## src/rtl/multicycle_control_fsm_pkg.sv

```systemverilog
// Shared definitions for the multi-cycle control sequencer.
// Contents:
//   OPW, ALUOPW, STATEW - opcode, ALUOp and state-register widths
//   state_t             - the 13 sequencer states
//   OP_*                - opcode values (instr[15:12])
//   ALUOP_*, SRCB_*, PCSRC_* - datapath select encodings
//   ctrl_t              - full control word driven to the datapath
//   op_defined()        - true for opcodes the core implements
package multicycle_ctrl_pkg;

  localparam int OPW    = 4;
  localparam int ALUOPW = 2;
  localparam int STATEW = 4;

  typedef enum logic [STATEW-1:0] {
    FETCH    = 4'd0,
    DECODE   = 4'd1,
    EXEC_R   = 4'd2,
    WB_R     = 4'd3,
    EXEC_I   = 4'd4,
    WB_I     = 4'd5,
    MEM_ADDR = 4'd6,
    MEM_RD   = 4'd7,
    MEM_WB   = 4'd8,
    MEM_WR   = 4'd9,
    BRANCH   = 4'd10,
    JUMP     = 4'd11,
    HALT     = 4'd12
  } state_t;

  localparam logic [OPW-1:0] OP_R    = 4'h0;
  localparam logic [OPW-1:0] OP_ADDI = 4'h1;
  localparam logic [OPW-1:0] OP_ANDI = 4'h2;
  localparam logic [OPW-1:0] OP_ORI  = 4'h3;
  localparam logic [OPW-1:0] OP_LW   = 4'h4;
  localparam logic [OPW-1:0] OP_SW   = 4'h5;
  localparam logic [OPW-1:0] OP_BEQ  = 4'h6;
  localparam logic [OPW-1:0] OP_BNE  = 4'h7;
  localparam logic [OPW-1:0] OP_J    = 4'h8;
  localparam logic [OPW-1:0] OP_HALT = 4'hF;

  localparam logic [ALUOPW-1:0] ALUOP_ADD   = 2'b00;
  localparam logic [ALUOPW-1:0] ALUOP_SUB   = 2'b01;
  localparam logic [ALUOPW-1:0] ALUOP_FUNCT = 2'b10;
  localparam logic [ALUOPW-1:0] ALUOP_LOGIC = 2'b11;

  localparam logic [1:0] SRCB_RT   = 2'b00;
  localparam logic [1:0] SRCB_ONE  = 2'b01;
  localparam logic [1:0] SRCB_SEXT = 2'b10;
  localparam logic [1:0] SRCB_BOFF = 2'b11;

  localparam logic [1:0] PCSRC_ALU    = 2'b00;
  localparam logic [1:0] PCSRC_ALUOUT = 2'b01;
  localparam logic [1:0] PCSRC_JUMP   = 2'b10;

  typedef struct packed {
    logic              reg_dst;
    logic              reg_write;
    logic              alu_src_a;
    logic [1:0]        alu_src_b;
    logic [ALUOPW-1:0] alu_op;
    logic              iord;
    logic              mem_req;
    logic              mem_write;
    logic              memto_reg;
    logic              ir_write;
    logic              pc_write;
    logic              pc_write_cond;
    logic              branch_ne;
    logic [1:0]        pc_src;
    logic              halted;
    logic              illegal_op;
  } ctrl_t;

  function automatic logic op_defined(input logic [OPW-1:0] op);
    return (op <= OP_J) || (op == OP_HALT);
  endfunction

endpackage

```

## src/rtl/multicycle_control_fsm_if.sv

```systemverilog
// Control/datapath bus of the multi-cycle sequencer.
//   opcode, zero, mem_ready : from IR, ALU and memory port into the sequencer
//   RegDst .. illegal_op    : datapath selects, strobes and status from it
// master = sequencer side, slave = datapath/memory side.
interface multicycle_control_fsm_if;
  import multicycle_ctrl_pkg::*;

  logic [OPW-1:0]    opcode;
  logic              zero;
  logic              mem_ready;
  logic              RegDst;
  logic              RegWrite;
  logic              ALUSrcA;
  logic [1:0]        ALUSrcB;
  logic [ALUOPW-1:0] ALUOp;
  logic              IorD;
  logic              mem_req;
  logic              MemWrite;
  logic              MemtoReg;
  logic              IRWrite;
  logic              PCWrite;
  logic              PCWriteCond;
  logic              BranchNe;
  logic [1:0]        PCSrc;
  logic              halted;
  logic              illegal_op;

  modport master (
    input  opcode, zero, mem_ready,
    output RegDst, RegWrite, ALUSrcA, ALUSrcB, ALUOp, IorD, mem_req,
           MemWrite, MemtoReg, IRWrite, PCWrite, PCWriteCond, BranchNe,
           PCSrc, halted, illegal_op
  );

  modport slave (
    output opcode, zero, mem_ready,
    input  RegDst, RegWrite, ALUSrcA, ALUSrcB, ALUOp, IorD, mem_req,
           MemWrite, MemtoReg, IRWrite, PCWrite, PCWriteCond, BranchNe,
           PCSrc, halted, illegal_op
  );
endinterface

```

## src/rtl/multicycle_control_fsm_decode.sv

```systemverilog
// mc_ctrl_decode: combinational control-word decoder.
//   state     in  current sequencer state
//   opcode    in  IR opcode field
//   mem_ready in  memory completed the current access
//   ctrl      out full control word (every field 0 unless set for the state)
module mc_ctrl_decode
  import multicycle_ctrl_pkg::*;
(
  input  state_t         state,
  input  logic [OPW-1:0] opcode,
  input  logic           mem_ready,
  output ctrl_t          ctrl
);

  always_comb begin
    ctrl = '0;
    case (state)
      FETCH: begin
        ctrl.mem_req   = 1'b1;
        ctrl.alu_src_b = SRCB_ONE;
        ctrl.alu_op    = ALUOP_ADD;
        // IR load and PC+1 only commit once the instruction word arrives
        ctrl.ir_write  = mem_ready;
        ctrl.pc_write  = mem_ready;
        ctrl.pc_src    = PCSRC_ALU;
      end
      DECODE: begin
        ctrl.alu_src_b  = SRCB_BOFF;
        ctrl.alu_op     = ALUOP_ADD;
        ctrl.illegal_op = !op_defined(opcode);
      end
      EXEC_R: begin
        ctrl.alu_src_a = 1'b1;
        ctrl.alu_src_b = SRCB_RT;
        ctrl.alu_op    = ALUOP_FUNCT;
      end
      WB_R: begin
        ctrl.reg_write = 1'b1;
        ctrl.reg_dst   = 1'b1;
      end
      EXEC_I: begin
        ctrl.alu_src_a = 1'b1;
        ctrl.alu_src_b = SRCB_SEXT;
        ctrl.alu_op    = (opcode == OP_ADDI) ? ALUOP_ADD : ALUOP_LOGIC;
      end
      WB_I: begin
        ctrl.reg_write = 1'b1;
      end
      MEM_ADDR: begin
        ctrl.alu_src_a = 1'b1;
        ctrl.alu_src_b = SRCB_SEXT;
        ctrl.alu_op    = ALUOP_ADD;
      end
      MEM_RD: begin
        ctrl.mem_req = 1'b1;
        ctrl.iord    = 1'b1;
      end
      MEM_WB: begin
        ctrl.reg_write = 1'b1;
        ctrl.memto_reg = 1'b1;
      end
      MEM_WR: begin
        ctrl.mem_req   = 1'b1;
        ctrl.mem_write = 1'b1;
        ctrl.iord      = 1'b1;
      end
      BRANCH: begin
        ctrl.alu_src_a     = 1'b1;
        ctrl.alu_src_b     = SRCB_RT;
        ctrl.alu_op        = ALUOP_SUB;
        ctrl.pc_write_cond = 1'b1;
        ctrl.pc_src        = PCSRC_ALUOUT;
        ctrl.branch_ne     = (opcode == OP_BNE);
      end
      JUMP: begin
        ctrl.pc_write = 1'b1;
        ctrl.pc_src   = PCSRC_JUMP;
      end
      HALT: begin
        ctrl.halted = 1'b1;
      end
      default: ctrl = '0;
    endcase
  end

endmodule

```

## src/rtl/multicycle_control_fsm.sv

```systemverilog
// multicycle_control_fsm: multi-cycle instruction sequencer for the 8-register
// core. Holds the state register and next-state logic; the control word is
// decoded from state by mc_ctrl_decode.
//   clk   in  rising-edge clock
//   reset in  synchronous, active-high; returns to FETCH
//   bus   master modport of multicycle_control_fsm_if (opcode/zero/mem_ready
//         in, all datapath selects, strobes, halted, illegal_op out)
module multicycle_control_fsm
  import multicycle_ctrl_pkg::*;
(
  input logic                      clk,
  input logic                      reset,
  multicycle_control_fsm_if.master bus
);

  state_t state;
  ctrl_t  ctrl_dec;
  ctrl_t  ctrl;

  mc_ctrl_decode u_decode (
    .state     (state),
    .opcode    (bus.opcode),
    .mem_ready (bus.mem_ready),
    .ctrl      (ctrl_dec)
  );

  // While reset is held every strobe is forced low, so an access that was in
  // flight when reset arrived can never complete its write.
  assign ctrl = reset ? '0 : ctrl_dec;

  always_ff @(posedge clk) begin
    if (reset) begin
      state <= FETCH;
    end else begin
      case (state)
        FETCH:    if (bus.mem_ready) state <= DECODE;
        DECODE: begin
          case (bus.opcode)
            OP_R:                     state <= EXEC_R;
            OP_ADDI, OP_ANDI, OP_ORI: state <= EXEC_I;
            OP_LW, OP_SW:             state <= MEM_ADDR;
            OP_BEQ, OP_BNE:           state <= BRANCH;
            OP_J:                     state <= JUMP;
            OP_HALT:                  state <= HALT;
            default:                  state <= FETCH;  // undefined: NOP
          endcase
        end
        EXEC_R:   state <= WB_R;
        EXEC_I:   state <= WB_I;
        MEM_ADDR: state <= (bus.opcode == OP_SW) ? MEM_WR : MEM_RD;
        MEM_RD:   if (bus.mem_ready) state <= MEM_WB;
        MEM_WR:   if (bus.mem_ready) state <= FETCH;
        HALT:     state <= HALT;
        default:  state <= FETCH;  // WB_R, WB_I, MEM_WB, BRANCH, JUMP
      endcase
    end
  end

  assign bus.RegDst      = ctrl.reg_dst;
  assign bus.RegWrite    = ctrl.reg_write;
  assign bus.ALUSrcA     = ctrl.alu_src_a;
  assign bus.ALUSrcB     = ctrl.alu_src_b;
  assign bus.ALUOp       = ctrl.alu_op;
  assign bus.IorD        = ctrl.iord;
  assign bus.mem_req     = ctrl.mem_req;
  assign bus.MemWrite    = ctrl.mem_write;
  assign bus.MemtoReg    = ctrl.memto_reg;
  assign bus.IRWrite     = ctrl.ir_write;
  assign bus.PCWrite     = ctrl.pc_write;
  assign bus.PCWriteCond = ctrl.pc_write_cond;
  assign bus.BranchNe    = ctrl.branch_ne;
  assign bus.PCSrc       = ctrl.pc_src;
  assign bus.halted      = ctrl.halted;
  assign bus.illegal_op  = ctrl.illegal_op;

endmodule
```

## src/flat_wrapper.sv

```systemverilog
// flat-port wrapper written by rule: the top's interface ports become plain ports
module multicycle_control_fsm_flat import multicycle_ctrl_pkg::*;
  (clk, reset, bus_opcode, bus_zero, bus_mem_ready, bus_RegDst, bus_RegWrite, bus_ALUSrcA, bus_ALUSrcB, bus_ALUOp, bus_IorD, bus_mem_req, bus_MemWrite, bus_MemtoReg, bus_IRWrite, bus_PCWrite, bus_PCWriteCond, bus_BranchNe, bus_PCSrc, bus_halted, bus_illegal_op);
  multicycle_control_fsm_if bus_i ();
  input logic clk;
  input logic reset;
  input wire logic [$bits(bus_i.opcode)-1:0] bus_opcode;
  input wire logic [$bits(bus_i.zero)-1:0] bus_zero;
  input wire logic [$bits(bus_i.mem_ready)-1:0] bus_mem_ready;
  output wire logic [$bits(bus_i.RegDst)-1:0] bus_RegDst;
  output wire logic [$bits(bus_i.RegWrite)-1:0] bus_RegWrite;
  output wire logic [$bits(bus_i.ALUSrcA)-1:0] bus_ALUSrcA;
  output wire logic [$bits(bus_i.ALUSrcB)-1:0] bus_ALUSrcB;
  output wire logic [$bits(bus_i.ALUOp)-1:0] bus_ALUOp;
  output wire logic [$bits(bus_i.IorD)-1:0] bus_IorD;
  output wire logic [$bits(bus_i.mem_req)-1:0] bus_mem_req;
  output wire logic [$bits(bus_i.MemWrite)-1:0] bus_MemWrite;
  output wire logic [$bits(bus_i.MemtoReg)-1:0] bus_MemtoReg;
  output wire logic [$bits(bus_i.IRWrite)-1:0] bus_IRWrite;
  output wire logic [$bits(bus_i.PCWrite)-1:0] bus_PCWrite;
  output wire logic [$bits(bus_i.PCWriteCond)-1:0] bus_PCWriteCond;
  output wire logic [$bits(bus_i.BranchNe)-1:0] bus_BranchNe;
  output wire logic [$bits(bus_i.PCSrc)-1:0] bus_PCSrc;
  output wire logic [$bits(bus_i.halted)-1:0] bus_halted;
  output wire logic [$bits(bus_i.illegal_op)-1:0] bus_illegal_op;
  assign bus_i.opcode = bus_opcode;
  assign bus_i.zero = bus_zero;
  assign bus_i.mem_ready = bus_mem_ready;
  assign bus_RegDst = bus_i.RegDst;
  assign bus_RegWrite = bus_i.RegWrite;
  assign bus_ALUSrcA = bus_i.ALUSrcA;
  assign bus_ALUSrcB = bus_i.ALUSrcB;
  assign bus_ALUOp = bus_i.ALUOp;
  assign bus_IorD = bus_i.IorD;
  assign bus_mem_req = bus_i.mem_req;
  assign bus_MemWrite = bus_i.MemWrite;
  assign bus_MemtoReg = bus_i.MemtoReg;
  assign bus_IRWrite = bus_i.IRWrite;
  assign bus_PCWrite = bus_i.PCWrite;
  assign bus_PCWriteCond = bus_i.PCWriteCond;
  assign bus_BranchNe = bus_i.BranchNe;
  assign bus_PCSrc = bus_i.PCSrc;
  assign bus_halted = bus_i.halted;
  assign bus_illegal_op = bus_i.illegal_op;
  multicycle_control_fsm u_core (.clk(clk), .reset(reset), .bus(bus_i));
endmodule
```

## config.mk

```make
export PLATFORM = sky130hd
export DESIGN_NAME = multicycle_control_fsm_flat
export DESIGN_NICKNAME = d
export VERILOG_FILES = /design/src/rtl/multicycle_control_fsm_pkg.sv /design/src/rtl/multicycle_control_fsm_if.sv /design/src/rtl/multicycle_control_fsm_decode.sv /design/src/rtl/multicycle_control_fsm.sv /design/src/flat_wrapper.sv
export SDC_FILE = /design/constraint.sdc
export NUM_CORES = 1
export LEC_CHECK = 0
export CAP_MARGIN = 15
export CORE_MARGIN = 4
export CORE_UTILIZATION = 42
export DETAILED_ROUTE_END_ITERATION = 8
export GPL_ROUTABILITY_DRIVEN = 0
export PLACE_DENSITY = 0.79
export RECOVER_POWER = 100
export SYNTH_ARGS = -nofsm -noshare
export SYNTH_HDL_FRONTEND = slang
export SYNTH_SLANG_ARGS = --single-unit
```

## constraint.sdc

```tcl
create_clock -name clk -period 1.85 [get_ports clk]
set_input_delay 0.37 -clock clk [delete_from_list [all_inputs] [get_ports clk]]
set_output_delay 0.37 -clock clk [all_outputs]
set_load 0.05 [all_outputs]
```

==> metrics.cfg, run 1 <==
[run_status]
status = did not finish
failing_step = 4_1_cts
error = [ERROR DPL-0038] Utilization greater than 100%, impossible to legalize

[synthesis]
synth.net_count = 113
synth_ff_type = dfxtp_1
seq_area_frac_synth_pct = 11.8
synth_edf_count = 0
ys_seq_elements = 4
synthDominantCellAreaShare_pct = 11.8
postSynth.asyncResetShare_pct = 0
yosysTopAreaCell = dfxtp_1
ys_top_cells_by_area = dfxtp_1 12%, clkbuf_1 6.1%, nor3_1 5.9%
ys_types = 43
syn_area_um2 = 681
synth_area_per_cell_um2 = 6.48
synth_warnings = 0
syn_inst = 105

[clocking]
h-tree-depth = 1
cts_buffer_depth = 2
cts_sinks = 4
cts_hold_buf = 0
cts_root_buf = clkbuf_4
ctsResizeCount = 46
post_cts_buffers = 11
cts_buffers = 3

[placed_design]
port_buffers = 25
hpwlAfterDp_um = 2280

[floorplanning]
start_util_pct = 44.7
pin_count = 27
rows = 14
die_y_um = 48.3
die_w_um = 48.3

[per-stage QoR]
step	util (%)	area (um^2)	hold WS, ns	std cells	worst slack (ns)
3_5_place_dp	88.0	1340	0.724	156	-0.430
3_3_place_gp	88.0	1340	0.703	156	-0.350
2_1_floorplan	-	857	0.580	105	-0.0760
[kinds of logic after synthesis]
logic type      after synthesis  synth area share (%)
xor+xnor                      2                  2.57
simple gates                 53                  44.3
flops                         4                  11.8
buf+inv                      17                  11.2
compound gates               29                  30.1
[synth_stat cells (2+ instances only)]
cell type  number
nor3_1          8
o2111ai_1       2
o211ai_1        2
dfxtp_1         4
nor2b_1         3
a31oi_1         2
a21oi_1         4
nor4b_1         2
nor4_1          4
clkbuf_1       11
nand3_1         4
nand2b_1        3
o21ai_0         7
nor3b_1         3
and3_1          3
a32oi_1         2
nor2_1          9
inv_1           2
nand2_1         6
==> run 2: changes to the inputs <==
--- a/config.mk
+++ b/config.mk
@@ -6,11 +6,11 @@
 export NUM_CORES = 1
 export LEC_CHECK = 0
 export CAP_MARGIN = 15
-export CORE_MARGIN = 4
-export CORE_UTILIZATION = 42
+export CORE_AREA = 4 4 65 67
 export DETAILED_ROUTE_END_ITERATION = 8
+export DIE_AREA = 0 0 69 71
 export GPL_ROUTABILITY_DRIVEN = 0
-export PLACE_DENSITY = 0.79
+export PLACE_DENSITY_LB_ADDON = 0.15
 export RECOVER_POWER = 100
 export SYNTH_ARGS = -nofsm -noshare
 export SYNTH_HDL_FRONTEND = slang
==> run 2 against run 1 <==
The flow now finishes without violations. Synthesized area did not move. Synthesized cell count did not move.
==> metrics.cfg, run 2 <==
[setup_path]
critPathMaxFanout = 2
endpoint_kind = primary output
cp-start-kind = primary input
critical_path_arrival_ns = 1.47
crit_required_ns = 1.48
startpoint = bus_opcode[1]
worstSetupPathType = in -> out
r2r_start = u_core.state[2]

[detailed_routing]
drt_iter0_drc = 42
ant_nets = 0
wire_per_inst_um = 13.2
drc_errors = 0
avgViaCountPerCell = 4.85
drt_wl_total_um = 2560
drt-pass1-iter-count = 4
vias = 941

[timing]
clock_skew_ns = 0.00224
post-route-min-period_ns = 1.84
timing_hold_violations_final = 0
slew_violations = 0
tightest_slew_ns = 0.406
max_freq_ghz = 0.545
relSlewSlack_pct = 72.7
setup_viol = 0
layout_setup_ws_ns = 0.0139
min_period_over_period_pct = 99.2
rsz0062_at_grt = true

[layout]
mostFrequentLayoutCells = 22 x buf_4, 15 x buf_12, 6 x o21ai_0, 6 x nor2_1
regMostFlops = u_core.state
reg_top3 = u_core.state x4
final_common_cell = buf_4
areaGrowthSynthToFinish_pct = 121
largest_reg_flops = 4
finish.net_count = 156
drive_gt1_share_pct = 54.8
stdcell_area_um2 = 1500
final_core_util_pct = 41.4
antenna_cells = 0

[synthesis]
synth.net_count = 113  ; unchanged
synth_warnings = 0  ; unchanged
syn_area_um2 = 681  ; unchanged
synthAdderAreaFrac_pct = 0  ; unchanged
ys_top_cells_by_area = dfxtp_1 12%, clkbuf_1 6.1%, nor3_1 5.9%
synth_simple_gate_area_share_pct = 44.3  ; unchanged
synth.most_common_cell = clkbuf_1
ys_types = 43  ; unchanged
yosys-top-cells-count = 11 x clkbuf_1, 9 x nor2_1, 8 x nor3_1
postSynth.asyncResetShare_pct = 0  ; unchanged
synth_area_per_cell_um2 = 6.48  ; unchanged
synth_edf_count = 0  ; unchanged
muxShareOfSynthArea_pct = 0  ; unchanged
ys_seq_elements = 4  ; unchanged
synth_ff_type = dfxtp_1
seq_area_frac_synth_pct = 11.8  ; unchanged
synth_compound_gate_area_share_pct = 30.1  ; unchanged
synthDominantCellAreaShare_pct = 11.8  ; unchanged
syn_inst = 105  ; unchanged
synth_top_family_by_area = simple AND/OR/NAND/NOR gates
yosysTopAreaCell = dfxtp_1
synth_xor_area_share_pct = 2.57  ; unchanged

[global_route]
grt-ovfl-total = 0
grtUsageTotal_pct = 10.1
grt_max_degree = 24
grt_pass1_wl_um = 4260
grt_pass1_vias = 917
antenna_found_initial = 0

[placed_design]
port_buffers = 25  ; unchanged
dpl_cell_area_um2 = 1390  ; +3.9%
dp_slack_ns = -0.414  ; +0.0165 ns
hpwlAfterDp_um = 1900  ; -17%

[floorplanning]
pin_count = 27  ; unchanged
core_area_um2 = 3630
die_y_um = 71  ; +47%
rows = 22  ; +8
start_util_pct = 18.7  ; -26 points
die_w_um = 69  ; +43%
die_area_um2 = 4900

[run_status]
status = finished clean

[min_path]
min_from = reset
hold_class = in -> reg

[clocking]
h-tree-depth = 1  ; unchanged
cts_tree = built
cts_buffer_depth = 2  ; unchanged
insertion_delay_ns = 0.21
cts_root_buf = clkbuf_8
cts_sinks = 4  ; unchanged
cts_hold_buf = 0  ; unchanged
path_clk_slew_ns = 0.03
cts_buffers = 3  ; unchanged

[pwr]
powerDensity_nw_per_um2 = 447
leakagePower_nw = 0.578
vdd_drop_max_mv = 0.473

[run]
drv_cap = 0

run 2: cell counts after synthesis:
Identical to the previous run, type by type.
run 2: final cells by class:
cell class | count | area (um^2)
Tap cell | 48 | 60.1
Timing Repair Buffer | 52 | 617
Sequential cell | 4 | 92.6
Multi-Input combinational cell | 84 | 682
Clock buffer | 3 | 41.3
Inverter | 3 | 11.3
Fill cell | 374 | 2130
run 2: what timing repair did:
item,4_1_cts,5_1_grt
buffers inserted,0,2
setup endpoints to repair,21,11
pin swaps,8,7
gates cloned,0,1
resized for setup,31,12
run 2: cells by family after synthesis:
family,after synthesis
AND/OR/NAND/NOR,53
buffers and inverters,17
flip-flops,4
AO/OA/AOI/OAI,29
XOR/XNOR,2
run 2: worst paths after layout:
path	cells past startpoint	endpoint	slack, ns
hold / removal	3	u_core.state[0]	0.69
setup / recovery	6	bus_ALUOp[0]	0.01
setup reg to reg	5	u_core.state[0]	0.34
hold reg to reg	3	u_core.state[1]	0.69
run 2: power breakdown:
group / internal (mW) / leakage (nW) / switching, mW / total [mW]
clock: 0.138 / 0.0216 / 0.0404 / 0.179
combinational: 0.177 / 0.521 / 0.198 / 0.375
sequential: 0.0929 / 0.0353 / 0.0267 / 0.120
run 2: critical path: stages:
cell	delay [ns]
buf_6	0.09
or4b_4	0.53
nand3_2	0.08
nor2_1	0.04
o21a_2	0.20
buf_8	0.15
run 2: layer usage:
metal	wire (um)	global-route usage, %	share of wire (%)
met1	1180	13.0	46
met2	1270	16.7	50
met3	111	3.55	4.3
met4	0	0.868	0
met5	0	0	0
run 2: stage by stage:
stage	TNS (ns)	std cells	hold slack, ns	power, mW
after floorplan	-0.177	105	0.580	0.339
after global placement	-3.37	188	0.685	0.476
after detailed placement	-3.04	188	0.679	0.476
after CTS	-0.0239	191	0.686	0.670
after global routing	-0.0623	194	0.688	0.718
final	0	194	0.690	0.673
Note: power is estimated with default switching activity, not from simulation.
==> edit, RTL diff (config.mk and constraints of run 2) <==
Change the package constant `ALUOPW` from 2 to 4.
--- a/src/rtl/multicycle_control_fsm_pkg.sv
+++ b/src/rtl/multicycle_control_fsm_pkg.sv
@@ -9,7 +9,7 @@
 package multicycle_ctrl_pkg;
 
   localparam int OPW    = 4;
-  localparam int ALUOPW = 2;
+  localparam int ALUOPW = 4;
   localparam int STATEW = 4;
 
   typedef enum logic [STATEW-1:0] {
Interface: changed (resized bus_ALUOp); port bits go from 27 to 29. The function was not compared with the original's and may differ.
==> edit against run 2 <==
- wire length rose by 2.2%
- worst setup slack improved by 34 ps
- critical path type is now flip-flop to output pin
- sequential cell count unchanged
- area after synthesis decreased by 0.74%
- final area increased by 8.1%
- core utilization up 3.3 points
- first-iteration DRC count fell by 14%
- worst hold slack got worse by 5.2 ps
- highest routed layer is now met4
- total power grew 29%
- combinational power increased by 50%
==> edit: results (changes against run 2) <==
Setup path
  • Crit path max-delay family: simple AND/OR/NAND/NOR gates
  • Largest stage delay, worst path: 360 ps (-170 ps)
  • Critical path's slowest cell: dfxtp_4
  • CP Data Arrival Time: 1430 ps (-40 ps)
  • CP Max Fanout: 7 (+5)

GRT
  • Largest net degree at the start of global routing: 11 (-54%)
  • Vias in the first global route: 950 (+3.6%)
  • Global Route Usage Sum: 10.79% (+0.72 points)
  • First-pass GRT wire length: 4.402 mm (+3.2%)
  • Initial antenna violation count: 0 (unchanged)

Layout
  • Fraction of layout cells with a size suffix above 1: 57.96% (+3.2 points)
  • Largest regs: u_core.state (4)
  • Fillers: 378 (+1.1%)
  • Post-layout net count: 167 (+7.1%)
  • Number of inserted diodes: 0 (unchanged)

Detailed routing
  • Vias per cell: 4.576 (-5.7%)
  • Drt first pass iters: 4 (unchanged)
  • Iteration-0 DRC Markers: 36 (-14%)
  • Total wire length: 2.610 mm (+2.2%)

Worst hold path
  • Hold Path Class: flip-flop to flip-flop

Clock tree
  • CTS max path bufs: 2 (unchanged)
  • Clock transition at the registers of the reported paths: 30 ps (about the same)
  • H-tree levels: 1 (unchanged)
  • Worst skew pair latency: 220 ps
  • Number of buffers created by CTS: 3 (unchanged)
  • Root buf cell: clkbuf_8

Place
  • DP HPWL: 1.974 mm (+4.1%)
  • Port Buffers: 25 (unchanged)

Synthesis
  • Cell variety after synth: 39 (-9.3%)
  • Synth top cells by count: nor2_1 (13), a21oi_1 (7), nand2b_1 (7), nor3_1 (7)
  • Area share of the largest cell type after synthesis: 11.85% (+0.087 points)
  • Synth warn: 0 (unchanged)
  • Synth area leaders: dfxtp_1 (12%), nor2_1 (7.2%), nand2b_1 (6.5%)
  • Post-synthesis sequential area ratio: 11.85% (+0.087 points)
  • Async SR Flop Fraction: 0% (unchanged)

Power
  • Leak: 0.6576 nW (+14%)
  • Max VDD drop: 0.0001787 V (-62%)

Run status
  • Status: complete, no violations

Timing
  • Worst clock skew: 4.593 ps (+2.350 ps)
-- edit: where the power goes --
part,switching [mW],internal (mW)
registers,0.0259,0.0979
logic,0.288,0.275
clock network,0.0447,0.139
total,0.359,0.512
-- edit: final timing paths --
path / start / endpoint / slack, ps / cells past startpoint
hold / removal: u_core.state[1] / u_core.state[1] / 680 / 3
setup / recovery: u_core.state[0] / bus_BranchNe / 50 / 4
setup reg to reg: u_core.state[0] / u_core.state[3] / 510 / 5
hold reg to reg: u_core.state[1] / u_core.state[1] / 680 / 3
-- edit: area by class of cell --
class | count | area [um2] | share of cell area, %
clock buffers | 3 | 41.29 | 2.540
inverters | 3 | 11.26 | 0.6928
multi-input cells | 85 | 675.6 | 41.57
flip-flops and latches | 4 | 95.09 | 5.851
well taps | 48 | 60.06 | 3.695
repair buffers | 62 | 742.0 | 45.65
-- edit: tightest hold or removal path, cell delays in order, from the launching register on --
cell,delay [ps]
dfxtp_4,380
buf_6,150
nand2_1,60
a21oi_1,60
-- edit: cell families after synthesis --
logic type	after synthesis	share of synthesized area, %
AND/OR/NAND/NOR	54	43.33
XOR/XNOR	1	1.297
flip-flops	4	11.85
buffers and inverters	17	15.55
other	1	0.5550
multiplexers	2	3.148
AO/OA/AOI/OAI	26	24.26
-- edit: layer usage --
metal  vias to the layer above  part of all wire, %  global-route usage, %
li1                        476                    -                      -
met1                       440                   42                  13.59
met4                         0                 0.61                  5.206
met3                         2                  3.6                  1.278
met5                         -                    0                      0
met2                        20                   54                  18.22
-- edit: repair_timing --
item | in CTS | in global routing
setup buffers | 7 | 2
pin swaps | 8 | 10
gates resized for setup | 22 | 17
hold buffers | 0 | 0
endpoints found under the setup margin | 18 | 14
-- edit: per-stage QoR --
stage,hold slack [ps],instances,area (um2),worst slack [ps]
after floorplan,457.7,106,819.5,-268.8
after global placement,653.5,195,1431,-455.0
after detailed placement,636.2,195,1431,-452.8
after CTS,677.0,204,1572,-2.536
after global routing,714.5,205,1625,-31.43
final,684.6,205,1625,47.76
